### src/rtl/send_buffer.sv
// send_buffer: frames ARP or IP payload streams into Ethernet frames.
// It prepends the destination MAC, the source MAC and the ethertype, passes
// the granted payload through with zero latency, and pads short frames with
// zeros up to MIN_FRAME bytes.
module send_buffer #(
    parameter int unsigned MIN_FRAME = 60
) (
    input  logic        clk,
    input  logic        reset_n,
    input  logic [47:0] mac_addr,
    input  logic [7:0]  arp_axis_tdata_in,
    input  logic        arp_axis_tvalid_in,
    input  logic        arp_axis_tlast_in,
    output logic        arp_axis_tready_o,
    input  logic [47:0] arp_dst_mac_in,
    input  logic [7:0]  ip_axis_tdata_in,
    input  logic        ip_axis_tvalid_in,
    input  logic        ip_axis_tlast_in,
    output logic        ip_axis_tready_o,
    input  logic [47:0] ip_dst_mac_in,
    output logic [7:0]  axis_tdata_out,
    output logic        axis_tvalid_out,
    output logic        axis_tlast_out,
    input  logic        axis_tready_in
);

    localparam int unsigned HDR_LEN = 14;
    localparam int unsigned CNT_W   = 11;

    localparam logic [CNT_W-1:0] DES_LAST  = CNT_W'(5);
    localparam logic [CNT_W-1:0] SRC_LAST  = CNT_W'(11);
    localparam logic [CNT_W-1:0] PRTC_LAST = CNT_W'(HDR_LEN - 1);
    localparam logic [CNT_W-1:0] MIN_CNT   = CNT_W'(MIN_FRAME);
    localparam logic [CNT_W-1:0] CNT_MAX   = '1;

    localparam logic [15:0] ETH_ARP = 16'h0806;
    localparam logic [15:0] ETH_IP  = 16'h0800;

    typedef enum logic [2:0] {
        IDLE    = 3'd0,
        DES_MAC = 3'd1,
        SRC_MAC = 3'd2,
        PRTC    = 3'd3,
        PAYLOAD = 3'd4,
        PAD     = 3'd5
    } state_t;

    state_t           state;
    logic [47:0]      dst_mac;
    logic [47:0]      src_mac;
    logic [15:0]      ethertype;
    logic             grant_arp;
    logic [CNT_W-1:0] count;

    logic [CNT_W-1:0] count_inc;
    logic             frame_full;
    logic             src_tlast;
    logic             fire;

    // Saturating next byte count and the "minimum length reached" flag
    always_comb begin
        count_inc  = (count == CNT_MAX) ? count : count + CNT_W'(1);
        frame_full = (count_inc >= MIN_CNT);
        src_tlast  = grant_arp ? arp_axis_tlast_in : ip_axis_tlast_in;
        fire       = axis_tvalid_out && axis_tready_in;
    end

    // Output mux: header bytes from shift registers, payload passed straight through
    always_comb begin
        axis_tdata_out    = 8'h00;
        axis_tvalid_out   = 1'b0;
        axis_tlast_out    = 1'b0;
        arp_axis_tready_o = 1'b0;
        ip_axis_tready_o  = 1'b0;
        case (state)
            DES_MAC: begin
                axis_tdata_out  = dst_mac[47:40];
                axis_tvalid_out = 1'b1;
            end
            SRC_MAC: begin
                axis_tdata_out  = src_mac[47:40];
                axis_tvalid_out = 1'b1;
            end
            PRTC: begin
                axis_tdata_out  = ethertype[15:8];
                axis_tvalid_out = 1'b1;
            end
            PAYLOAD: begin
                if (grant_arp) begin
                    axis_tdata_out    = arp_axis_tdata_in;
                    axis_tvalid_out   = arp_axis_tvalid_in;
                    axis_tlast_out    = arp_axis_tvalid_in && arp_axis_tlast_in && frame_full;
                    arp_axis_tready_o = axis_tready_in;
                end else begin
                    axis_tdata_out    = ip_axis_tdata_in;
                    axis_tvalid_out   = ip_axis_tvalid_in;
                    axis_tlast_out    = ip_axis_tvalid_in && ip_axis_tlast_in && frame_full;
                    ip_axis_tready_o  = axis_tready_in;
                end
            end
            PAD: begin
                axis_tvalid_out = 1'b1;
                axis_tlast_out  = frame_full;
            end
            default: begin
                axis_tdata_out  = 8'h00;
            end
        endcase
    end

    // Frame sequencer: arbitration, header shifting, byte counting
    always_ff @(posedge clk or negedge reset_n) begin
        if (!reset_n) begin
            state     <= IDLE;
            dst_mac   <= '0;
            src_mac   <= '0;
            ethertype <= '0;
            grant_arp <= 1'b0;
            count     <= '0;
        end else begin
            case (state)
                IDLE: begin
                    count <= '0;
                    if (arp_axis_tvalid_in) begin
                        dst_mac   <= arp_dst_mac_in;
                        src_mac   <= mac_addr;
                        ethertype <= ETH_ARP;
                        grant_arp <= 1'b1;
                        state     <= DES_MAC;
                    end else if (ip_axis_tvalid_in) begin
                        dst_mac   <= ip_dst_mac_in;
                        src_mac   <= mac_addr;
                        ethertype <= ETH_IP;
                        grant_arp <= 1'b0;
                        state     <= DES_MAC;
                    end
                end
                DES_MAC: begin
                    if (fire) begin
                        count   <= count_inc;
                        dst_mac <= {dst_mac[39:0], 8'h00};
                        if (count == DES_LAST) state <= SRC_MAC;
                    end
                end
                SRC_MAC: begin
                    if (fire) begin
                        count   <= count_inc;
                        src_mac <= {src_mac[39:0], 8'h00};
                        if (count == SRC_LAST) state <= PRTC;
                    end
                end
                PRTC: begin
                    if (fire) begin
                        count     <= count_inc;
                        ethertype <= {ethertype[7:0], 8'h00};
                        if (count == PRTC_LAST) state <= PAYLOAD;
                    end
                end
                PAYLOAD: begin
                    if (fire) begin
                        count <= count_inc;
                        if (src_tlast) state <= frame_full ? IDLE : PAD;
                    end
                end
                PAD: begin
                    if (fire) begin
                        count <= count_inc;
                        if (frame_full) state <= IDLE;
                    end
                end
                default: begin
                    state <= IDLE;
                end
            endcase
        end
    end

endmodule
### config.mk
export PLATFORM = sky130hd
export DESIGN_NAME = send_buffer
export DESIGN_NICKNAME = d
export VERILOG_FILES = /design/src/rtl/send_buffer.sv
export SDC_FILE = /design/constraint.sdc
export NUM_CORES = 1
export LEC_CHECK = 0
export CORE_MARGIN = 5
export CORE_UTILIZATION = 50
export CTS_CLUSTER_DIAMETER = 50
export DETAILED_ROUTE_END_ITERATION = 16
export PLACE_DENSITY = 0.83
export REMOVE_ABC_BUFFERS = 1
export SLEW_MARGIN = 10
export SYNTH_ARGS = -nofsm -noshare
export SYNTH_HDL_FRONTEND = slang
export SYNTH_SLANG_ARGS = --single-unit
### constraint.sdc
create_clock -name clk -period 4.51 [get_ports clk]
set_input_delay 0.451 -clock clk [delete_from_list [all_inputs] [get_ports clk]]
set_output_delay 0.451 -clock clk [all_outputs]
set_load 0.01 [all_outputs]
==> results list, run 1 <==
* Clock power frac: between 20% and 30%
* Arrival time at the worst endpoint: 2550 ps
- After synthesis, the cell types taking the most area are sky130_fd_sc_hd__dfrtp_1 (46%), sky130_fd_sc_hd__nand2_1 (9.4%), sky130_fd_sc_hd__mux2i_1 (9.3%), sky130_fd_sc_hd__nor2_1 (5.7%), sky130_fd_sc_hd__o21ai_0 (5.5%).
- Source-to-sink clock delay at the later pin of the worst-skew pair: roughly 410 ps
- Primary flip-flop cell chosen by synthesis mapping: sky130_fd_sc_hd__dfrtp_1
- Sequential share of power: 34.0%
* Post-synthesis cell area: roughly 6200 um^2
- Ranked by instance count, the synthesized netlist is headed by sky130_fd_sc_hd__nand2_1 (155), sky130_fd_sc_hd__dfrtp_1 (114), sky130_fd_sc_hd__nor2_1 (94).
* Fraction of synthesis flops using an asynchronous set or reset pin: between 90% and 100%
* Worst clock skew: just over 7 ps
- Traced cell by cell, the critical path runs through inv_1 -> nor2_2 -> a22oi_1 -> o21ai_0 -> clkdlybuf4s50_1.
* Total overflow reported by the global router: 0
- Wire length of the first global-routing pass: around 27000 um
- Counting every instance in the synthesized netlist gives 744.
- Post-CTS Setup Inserts: 0
* H-tree lvl count: 4
* Worst setup EP type: primary output
- Cell with the largest stage delay on the worst path: sky130_fd_sc_hd__clkdlybuf4s50_1
- After floorplanning, the core was sized to cover 12100 um^2.
- The setup path with the least slack is of type reg -> out.
- For this run, design rule violations remaining after detail routing come to 0.
- Row count: 40
- Fmax achieved: around 330 MHz
* Worst-margin pin slew: about 1000 ps
- Clock buffers created by TritonCTS: 17
- Dominant cell by count in the synthesized netlist: sky130_fd_sc_hd__nand2_1
- Cell internal power dissipation: between 3 and 4 mW
- The number of global-route vias before repair is between 5000 and 6000.
* Kind of path behind the tightest hold check: in -> async
- For this block, the initial DRC count from the detailed router was 489.
- Placed insts: approximately 1000
* Static leakage: 3.73 nW
- Routability-driven placement finished with a final weighted congestion of 0.876.
* Share of the cycle needed by the critical path after routing: 66.5%
* Die Footprint: 14800 um^2
- Slew Limit Fails: 0
* Syn_area_per_cell: about 8.4 um^2
- The longest clock path from root to sink contains 2 buffers.
- Top-level port count: 179
- CTS placed an instance of sky130_fd_sc_hd__clkbuf_16 at the clock tree root.
- Largest net degree at the start of global routing: 97
- Total iterations of the first detailed-routing run: 5
- Highest ir drop seen on vdd: roughly 0.00030 V
- Delay of the slowest cell on the worst path: 600 ps
- Number of distinct library cells after synthesis: 54
- Synth Register Bits: approximately 110
* Total inserted antenna cells: 0
- In this run the power density over the cells is just over 600 nW/um^2.
- Sort of element at the start of the critical path: register
- Required time at the endpoint of the critical path: slightly above 4000 ps
- The final layout contains roughly 1100 nets.
* Share of layout cells above drive strength 1: roughly 7.3%
- Number of nets still failing antenna checks after routing: 0
* Dominant cell type by area after synthesis: sky130_fd_sc_hd__dfrtp_1
- In the global route stage, overall resource usage came out at between 20% and 30%.
- Share of the yosys chip area belonging to registers: ~46%
- Slew Limit Headroom: a little under a third
- The number of buffers and inverters on the critical path is 2.
- Port bufs: 178
- The tool flagged a number of max-cap violations equal to 0.
* Area added between synthesis and finish: 39.5%
- Total via count in the routed design: roughly 5800
- Min cycle time layout: approximately 3000 ps
* Clock input transition at the sequential cells of the worst setup and hold paths: 50 ps
* Net Switching: roughly 2 mW
- Antenna violations before repair: 0
* Comb power frac: between 30% and 40%
- Post-CTS resize count: 0
- After detailed routing, the average wire length per cell comes to 15.2 um.
- Unrepaired setup endpoints after global routing: false
- TritonCTS built the clock tree.
- Count of yosys warnings during synthesis: 0
- Final Hold Violating Endpoints: 0
- Run status: complete, no violations
- For this block, the routed nets add up to roughly 16000 um of wire.
- In this run the worst path has a maximum fanout of 13.
- Total number of clock tree sinks: between 100 and 150
- Vert. Die Dim: ~120 um
- Width of the die: ~120 um
* Final Instance Count excl. Fillers: between 1000 and 1500
* Portion of synthesized cell area occupied by the leading cell type: approximately 46%
* Final setup TNS: 0 ps
- After detailed routing, the number of vias per cell comes to around 5.4.
- Hold-fix buffers at CTS: 0
- Post-DP HPWL: approximately 12000 um
- Initial core utilization: approximately half
* EDFF count, synth: 0
- Net switching is a little under two fifths of the power.
- Number of setup violations in the final report: 0
- Family with the most delay on the worst path: buffers and inverters
cell type report:
class	instances	area (um^2)
clock buffer	18	439
multi-input combinational	557	3080
fill	998	3440
tap	168	210
sequential	114	2850
inverter	15	56.3
timing repair buffer	188	1850
clock inverter	14	188
metrics by stage:
step	setup WS (ps)	power, mW	hold slack [ps]	util, %	instance area [um^2]
after floorplan	-221	3.24	155	-	5960
after global placement	2000	3.86	460	66.5	8050
after detailed placement	1960	3.96	466	66.5	8050
after CTS	1530	5.40	250	71.6	8680
after global routing	1340	5.79	298	71.6	8680
final	1510	5.36	201	71.6	8680
layer usage:
metal | GRT usage [%] | routed length [um] | up-vias
met3 | 5.36 | 975 | 33
met2 | 35.9 | 7940 | 211
met4 | 9.10 | 431 | 0
li1 | - | - | 2881
met1 | 29.1 | 6940 | 2692
met5 | 0 | 0 | -
cells in the final DEF, fill, tap and decap left out, drive strengths merged, types with 2 or more instances in the layout:
cell / synthesis / layout
o2bb2ai: 2 / 2
a21boi: 2 / 2
nor2b: 3 / 3
nand4: 4 / 4
a211oi: 2 / 2
o21ai: 68 / 68
xnor2: 2 / 2
ha: 2 / 2
inv: 15 / 15
and3: 2 / 2
nor2: 97 / 97
and2: 3 / 3
clkinvlp: 0 / 4
o211ai: 2 / 2
mux2: 7 / 7
nand3: 13 / 13
a31oi: 42 / 42
dfrtp: 114 / 114
o31ai: 10 / 10
or3: 2 / 2
o221ai: 3 / 3
nor3: 8 / 8
clkbuf: 38 / 18
a22oi: 6 / 6
a21oi: 49 / 49
clkinv: 0 / 6
nand2b: 2 / 2
bufinv: 0 / 4
nand2: 155 / 155
mux2i: 58 / 58
buf: 20 / 12
clkdlybuf4s50: 0 / 176
worst paths after layout:
path	start	endpoint	slack, ps	cells after the start
worst max-delay path	state[0]	axis_tdata_out[7]	1510	5
worst min-delay path	reset_n	dst_mac[37]	200	1
worst max register to register	state[2]	dst_mac[39]	2080	6
worst min register to register	dst_mac[18]	dst_mac[18]	480	2
max in group asynchronous	reset_n	dst_mac[27]	3240	2
min in group clk	dst_mac[18]	dst_mac[18]	480	2
logic make-up after synthesis:
group | share of synthesized area [%]
simple gates | 19.6
fa+ha+maj | 0.402
compound gates | 18.2
flops | 45.9
mux | 10.7
buf+inv | 4.99
xor+xnor | 0.282
registers in the layout (all words and copies together), names as in the netlist:
signal     flops
count         11
dst_mac       48
ethertype      3
grant_arp      1
src_mac       48
state          3
power by group through the flow:
stage / clock network, mW / logic [mW] / registers (mW)
after CTS: 1.43 / 2.15 / 1.82
after detailed placement: 0 / 2.13 / 1.83
after floorplan: 0 / 1.49 / 1.75
final: 1.40 / 2.13 / 1.82
after global placement: 0 / 2.06 / 1.80
after global routing: 1.48 / 2.44 / 1.88
No activity file was read; power rests on OpenSTA's default activity.
==> run 2: changes to the inputs <==
CORE_UTILIZATION = 44   (was 50)
PLACE_DENSITY = 0.78   (was 0.83)
clock period = 2.45 ns   (was 4.51 ns; I/O delays follow)
==> run 2 against run 1 <==
Critical path depth grew 2. Global-route usage shrank 2.3 points. Clock-buffer cell count grew 1. Critical endpoint is now axis_tdata_out[2].
==> results list, run 2 (synthesized netlist as in run 1, its figures left out) <==
- The run finished with clean final reports.
- After detailed routing, the number of remaining DRC violations is 0.
- The tool flagged a number of max-cap violations equal to 0.
- Worst-margin pin slew: around 850 ps
- Kind of path behind the tightest hold check: in -> reg
- After floorplanning, the core was divided into 43 placement rows.
- The final max-slew violation count is 0.
- The first global-routing pass estimated 26500 um of wire.
- The number of global-route vias before repair was around 5600.
- Leaving out fill and tap cells, the most frequent cell in the layout is sky130_fd_sc_hd__clkdlybuf4s50_1.
- Clock input transition at the sequential cells of the worst setup and hold paths: about 50 ps
- Port bufs: ~180
- CTS saw between 100 and 150 sinks.
- IR analysis of the VDD net gives a maximum drop of between 0.0005 and 0.0006 V.
- The detail route stage leaves a number of antenna-violating nets equal to 0.
* Total inserted antenna cells: 0
- At the worst endpoint, the arrival time is ~2100 ps.
- The floorplan step defined a die boundary enclosing 16600 um^2.
- Violation count after the first detailed-route iteration: ~460
* Met1 routing resource usage after global routing: 24.9%
- In this run the most used layer during global routing was met2.
* Width of the die: around 130 um
- Met3 usage: between 5 and 6%
- Entering global routing, the biggest net connects 97 pins.
- Post-DP HPWL: between 10000 and 15000 um
- Once the floorplan was initialized, standard cells occupied 44.8% of the core.
* Total length of routed wires: between 15000 and 20000 um
- Registers with the most flip-flops: dst_mac x48, src_mac x48, count x11
- In this run the clock root is driven by a sky130_fd_sc_hd__clkbuf_16.
- Fmax achieved: 431 MHz
- For this design the static power due to leakage is slightly below 4 nW.
- Final estimated routing congestion in global placement: approximately 0.9
- The post-route netlist has ~11% of its cells at a drive strength greater than 1.
- Max Buffers Root-to-Sink: 2
- For the final database, setup skew stands at just over 7 ps.
* Required time at the endpoint of the critical path: approximately 2200 ps
- After detailed routing, the number of vias per cell comes to roughly 5.2.
- Final Hold Violating Endpoints: 0
* Number of setup violations in the final report: 0
- Most frequent cells in the layout: sky130_fd_sc_hd__clkdlybuf4s50_1 (167), sky130_fd_sc_hd__nand2_1 (155), sky130_fd_sc_hd__dfrtp_1 (108)
- Counting the buffers created by CTS gives 17.
* Aggregate global-route resource usage: between 20% and 30%
- The worst setup path is captured at a primary output.
* Post-route cell area: around 8900 um^2
- Area added between synthesis and finish: 43.9%
- Total overflow reported by the global router: 0
- The H-tree was split into 4 levels.
* Category of the most critical setup path: reg -> out
* Total iterations of the first detailed-routing run: 5
* Routed wirelength normalized by instance count: roughly 15 um
- After filler insertion, the fill cell instance count of the layout stands at ~1200.
- The routed design could run at a clock period as short as ~2300 ps.
* Source-to-sink clock delay at the later pin of the worst-skew pair: between 400 and 500 ps
* Top-level port count: approximately 180
- GRT met2 Usage: approximately a third
- Total via count in the routed design: about 5700
- Sort of element at the start of the critical path: register
- Largest fanout on the critical path: 11
- Once layout is complete, the utilization of the core stands at 64.5%.
* TritonCTS clock tree: done
* Vert. Die Dim: 129 um
* Number of nets at the end of the flow: 1089
* Area of the placeable core: ~14000 um^2
- Standard cell area after detailed placement: around 8300 um^2
- The initial antenna violation count was 0.
- Share of the cycle needed by the critical path after routing: between 90% and 100%
* Cell Pwr Density: roughly 1100 nW/um^2
* Slew Limit Headroom: 43.3%
==> run 2: cell types whose count changed in the layout (fill, tap and decap cells not counted), moves of 2 or more <==
cell | previous run | this run
sky130_fd_sc_hd__dfrtp_1 | 114 | 108
sky130_fd_sc_hd__nor2_1 | 93 | 91
sky130_fd_sc_hd__dlymetal6s2s_1 | 0 | 6
sky130_fd_sc_hd__bufinv_16 | 4 | 2
sky130_fd_sc_hd__dlygate4sd2_1 | 0 | 2
sky130_fd_sc_hd__clkdlybuf4s50_1 | 176 | 167
sky130_fd_sc_hd__clkinv_2 | 4 | 8
sky130_fd_sc_hd__clkinvlp_4 | 4 | 1
sky130_fd_sc_hd__buf_4 | 11 | 31
sky130_fd_sc_hd__dfrtp_2 | 0 | 6
sky130_fd_sc_hd__buf_12 | 0 | 5
==> run 2: area by class of cell <==
cell class	instances	area [um^2]	share of cell area, %
inverter	15	56.3	0.629
clock buffer	19	443	4.95
multi-input combinational	557	3120	34.9
tap	180	225	2.52
sequential	114	2860	32.0
timing repair buffer	215	2130	23.8
clock inverter	12	116	1.30
==> run 2: what timing repair did <==
item	in CTS	in global routing
pin swaps	0	2
setup buffers	4	1
endpoints found under the hold margin	34	0
hold buffers	1	0
endpoints found under the setup margin	10	8
gates resized for setup	13	16
==> run 2: power by group <==
part | total (mW) | leakage [nW] | internal (mW) | switching [mW]
sequential | 3.35 | 1.37 | 2.76 | 0.589
combinational | 4.27 | 2.32 | 1.91 | 2.36
clock | 2.33 | 0.282 | 1.50 | 0.834
total | 9.96 | 3.98 | 6.18 | 3.78
==> run 2: path summary, 6_finish.rpt <==
kind | start | end | slack [ps] | cells after the start
min reg2reg | dst_mac[4] | dst_mac[4] | 480 | 2
min | arp_axis_tvalid_in | grant_arp | 300 | 2
min in group asynchronous | reset_n | dst_mac[16] | 350 | 2
max reg2reg | count[10] | state[0] | 270 | 5
max in group asynchronous | reset_n | dst_mac[34] | 1330 | 3
max | state[0] | axis_tdata_out[2] | 130 | 7
==> run 2: routing by layer <==
layer | wire length (um) | vias to the layer above
met1 | 6870 | 2630
met5 | 0 | -
met2 | 8150 | 157
met4 | 386 | 0
li1 | - | 2928
met3 | 1050 | 28
==> run 2: worst max-delay path, stage by stage (launching register included) <==
cell                            delay [ps]
sky130_fd_sc_hd__dfrtp_2               470
sky130_fd_sc_hd__buf_4                 180
sky130_fd_sc_hd__nor3_2                180
sky130_fd_sc_hd__buf_6                 170
sky130_fd_sc_hd__buf_4                 130
sky130_fd_sc_hd__nand2_1               100
sky130_fd_sc_hd__o221ai_1              110
sky130_fd_sc_hd__dlygate4sd2_1         310
==> run 2: through the flow <==
| step | power, mW | std cells | setup TNS [ps] | setup WS [ps] | hold WS [ps] |
|---|---|---|---|---|---|
| floorplan | 5.91 | 686 | -211880 | -2280 | -50.6 |
| global placement | 7.47 | 1075 | 0 | 186 | 247 |
| detailed placement | 7.62 | 1075 | 0 | 145 | 250 |
| CTS | 10.0 | 1111 | -8.66 | -8.66 | 291 |
| global route | 10.8 | 1112 | -2.30 | -2.30 | 297 |
| finish | 9.96 | 1112 | 0 | 128 | 303 |
==> run 3: changes to the inputs <==
CORE_MARGIN = 3   (was 5)
PLACE_DENSITY = 0.83   (was 0.78)
==> run 3 against run 2 <==
Via count increased by 1.0%. Power fell by 1.1%. Sequential share of layout area grew 0.17 points. Non-clock buffer count decreased by 5. Critical path type unchanged.
==> results list, run 3 (synthesized netlist as in run 1, its figures left out) <==
- In this run, the combinational gates consume approximately 44% of the power.
- For this run, the top clock speed supported by timing is approximately 410 MHz.
* Area of the placeable core: between 10000 and 15000 um^2
* Final estimated routing congestion in global placement: 0.906
- Total iterations of the first detailed-routing run: 4
- Including well taps, the total number of placed cells is ~1100.
- Entering global routing, the biggest net connects 97 pins.
* Clock input transition at the sequential cells of the worst setup and hold paths: roughly 50 ps
- In the final design database the tool counted ~1100 nets.
- The tree built by TritonCTS fans out to about 110 sinks.
- The final max-slew violation count came to 0.
- Worst-margin pin slew: roughly 950 ps
* H-tree lvl count: 4
- Wire length of the first global-routing pass: roughly 27000 um
- Kind of path behind the tightest hold check: in -> reg
- By startpoint and endpoint, the worst setup path is classified as reg -> out.
- Placement Setup Slack: between 150 and 200 ps
* Detailed-route vias per instance: about 5.3
- Required time at the endpoint of the critical path: approximately 2200 ps
- Initial core utilization: 46.0%
- The worst register-to-register path has a setup slack of roughly 130 ps.
* Standard cell area after detailed placement: 8250 um^2
- Post-route cell area: between 8000 and 9000 um^2
* Die Footprint: between 15000 and 20000 um^2
- Cell with the largest stage delay on the worst path: sky130_fd_sc_hd__or4_4
- At the end of the flow the core is filled with cells to between 60% and 70%.
- Worst hold margin: 283 ps
- Share of the cycle needed by the critical path after routing: 98.8%
* Total length of routed wires: about 16000 um
- Static leakage: approximately 3.9 nW
- The top cell types in the final layout, fill and taps aside, are sky130_fd_sc_hd__clkdlybuf4s50_1 (167), sky130_fd_sc_hd__nand2_1 (155), sky130_fd_sc_hd__dfrtp_1 (110).
- Width of the die: 125 um
- Most frequent standard cell in the layout excluding fill and tap cells: sky130_fd_sc_hd__clkdlybuf4s50_1
- Sort of element at the start of the critical path: register
* Arrival time at the worst endpoint: roughly 2200 ps
* CP cell instances: or4_4 -> nor3_2 -> mux2i_1 -> o2111a_1 -> clkdlybuf4s15_1
* Net Switching: about 3.8 mW
* Delay of the slowest cell on the worst path: between 500 and 600 ps
- Run status: complete, no violations
- Worst setup EP type: primary output
- The count of cells in the finished layout, fillers not included, comes to 1101.
- In this run the tightest slew margin relative to its limit is 36.5%.
* Total overflow reported by the global router: 0
- Row count: 42
- Cell Pwr Density: ~1100 nW/um^2
- Min cycle time layout: 2420 ps
- The number of global-route vias before repair came to between 5000 and 6000.
- Cell internal power was estimated by the tool at ~6.1 mW.
- Number of setup violations in the final report: 0
- Across the run, the number of max-cap violations was 0.
* Sequential share of power: approximately 33%
- The repair_antennas step left the layout with diodes totalling 0.
* Switching power as a share of total power: a little under two fifths
- The largest registers in the layout are dst_mac x48, src_mac x48, count x11.
- The total count of hold-check failures in the final report is 0.
- Largest fanout on the critical path: 3
- Area added between synthesis and finish: 43.0%
- The floorplan step set the die height to 125 um.
- Worst clock skew: ~5.6 ps
* Routed wirelength normalized by instance count: approximately 15 um
* TritonCTS clock tree: done
- Counting both buffers and inverters, the worst setup path holds a total of 1.
* DRC violation count after routing: 0
- The initial antenna violation count was 0.
- VDD sags by at most 0.000651 V.
* Max Buffers Root-to-Sink: 2
- Cell at the root of the clock tree: sky130_fd_sc_hd__clkbuf_16
- After layout, the worst setup slack is between 20 and 30 ps.
- Violation count after the first detailed-route iteration: between 400 and 500
* Port bufs: between 150 and 200
- Across every metal layer, demand over resource in global routing totals just over 20%.
* Post-DP HPWL: approximately 11000 um
- Across all layers, the routed design uses between 5000 and 6000 vias.
* Clock power frac: between 20% and 30%
- Cells with a size suffix above 1 make up approximately 10% of the layout.
- At the later pin of the worst-skew pair, clock insertion delay measures 410 ps.
* Family with the most delay on the worst path: simple AND/OR/NAND/NOR gates
- Filler cell count in the final layout: about 1100
* Number of nets still failing antenna checks after routing: 0
- For this design the top-level I/O count stands at around 180.
- In this run, CTS created clock tree buffers numbering 17.
-- run 3: metrics by stage --
| stage | power, mW | setup TNS [ps] |
|---|---|---|
| finish | 9.84 | 0 |
| global route | 10.6 | -16.4 |
| CTS | 9.88 | -3.20 |
| detailed placement | 7.60 | 0 |
| global placement | 7.42 | 0 |
| floorplan | 5.91 | -211880 |
-- run 3: power by group through the flow --
stage	sequential [mW]	combinational [mW]	clock (mW)
floorplan	3.21	2.69	0
global placement	3.26	4.16	0
detailed placement	3.31	4.28	0
CTS	3.30	4.31	2.26
global route	3.39	4.90	2.35
finish	3.29	4.32	2.23
-- run 3: routing by layer --
| metal | global-route usage, % | vias up | routed length (um) |
|---|---|---|---|
| met5 | 0 | - | 0 |
| met4 | 4.53 | 0 | 124 |
| met3 | 7.20 | 13 | 1050 |
| met2 | 35.3 | 156 | 8220 |
| met1 | 25.6 | 2722 | 6940 |
| li1 | - | 2911 | - |
-- run 3: worst paths after layout --
| path | from | depth (start not counted) | endpoint |
|---|---|---|---|
| max | count[10] | 5 | axis_tlast_out |
| min | arp_axis_tvalid_in | 2 | grant_arp |
| max reg2reg | count[10] | 6 | state[0] |
| min reg2reg | dst_mac[37] | 2 | dst_mac[37] |
| max in group asynchronous | reset_n | 3 | count[0] |
| min in group asynchronous | reset_n | 2 | dst_mac[24] |
-- run 3: worst register-to-register path: stages (launching register included) --
cell                      delay [ps]
sky130_fd_sc_hd__dfrtp_1         400
sky130_fd_sc_hd__or4_4           580
sky130_fd_sc_hd__buf_4           160
sky130_fd_sc_hd__o31ai_1         330
sky130_fd_sc_hd__nand4_2         220
sky130_fd_sc_hd__mux2_4          350
sky130_fd_sc_hd__a31o_1          180
-- run 3: layout make-up --
cell class | instances | area (um^2) | share of cell area [%]
clock buffers | 23 | 478 | 5.37
inverters | 15 | 56.3 | 0.633
flip-flops and latches | 114 | 2860 | 32.1
repair buffers | 210 | 2120 | 23.8
clock inverters | 6 | 57.6 | 0.647
well taps | 176 | 220 | 2.48
multi-input cells | 557 | 3110 | 34.9
-- run 3: timing repair --
action | in CTS | in global routing
hold endpoints to repair | 35 | 0
hold buffers | 1 | 0
pin swaps | 0 | 2
setup endpoints to repair | 7 | 9
buffers inserted | 1 | 6
gates resized for setup | 9 | 13
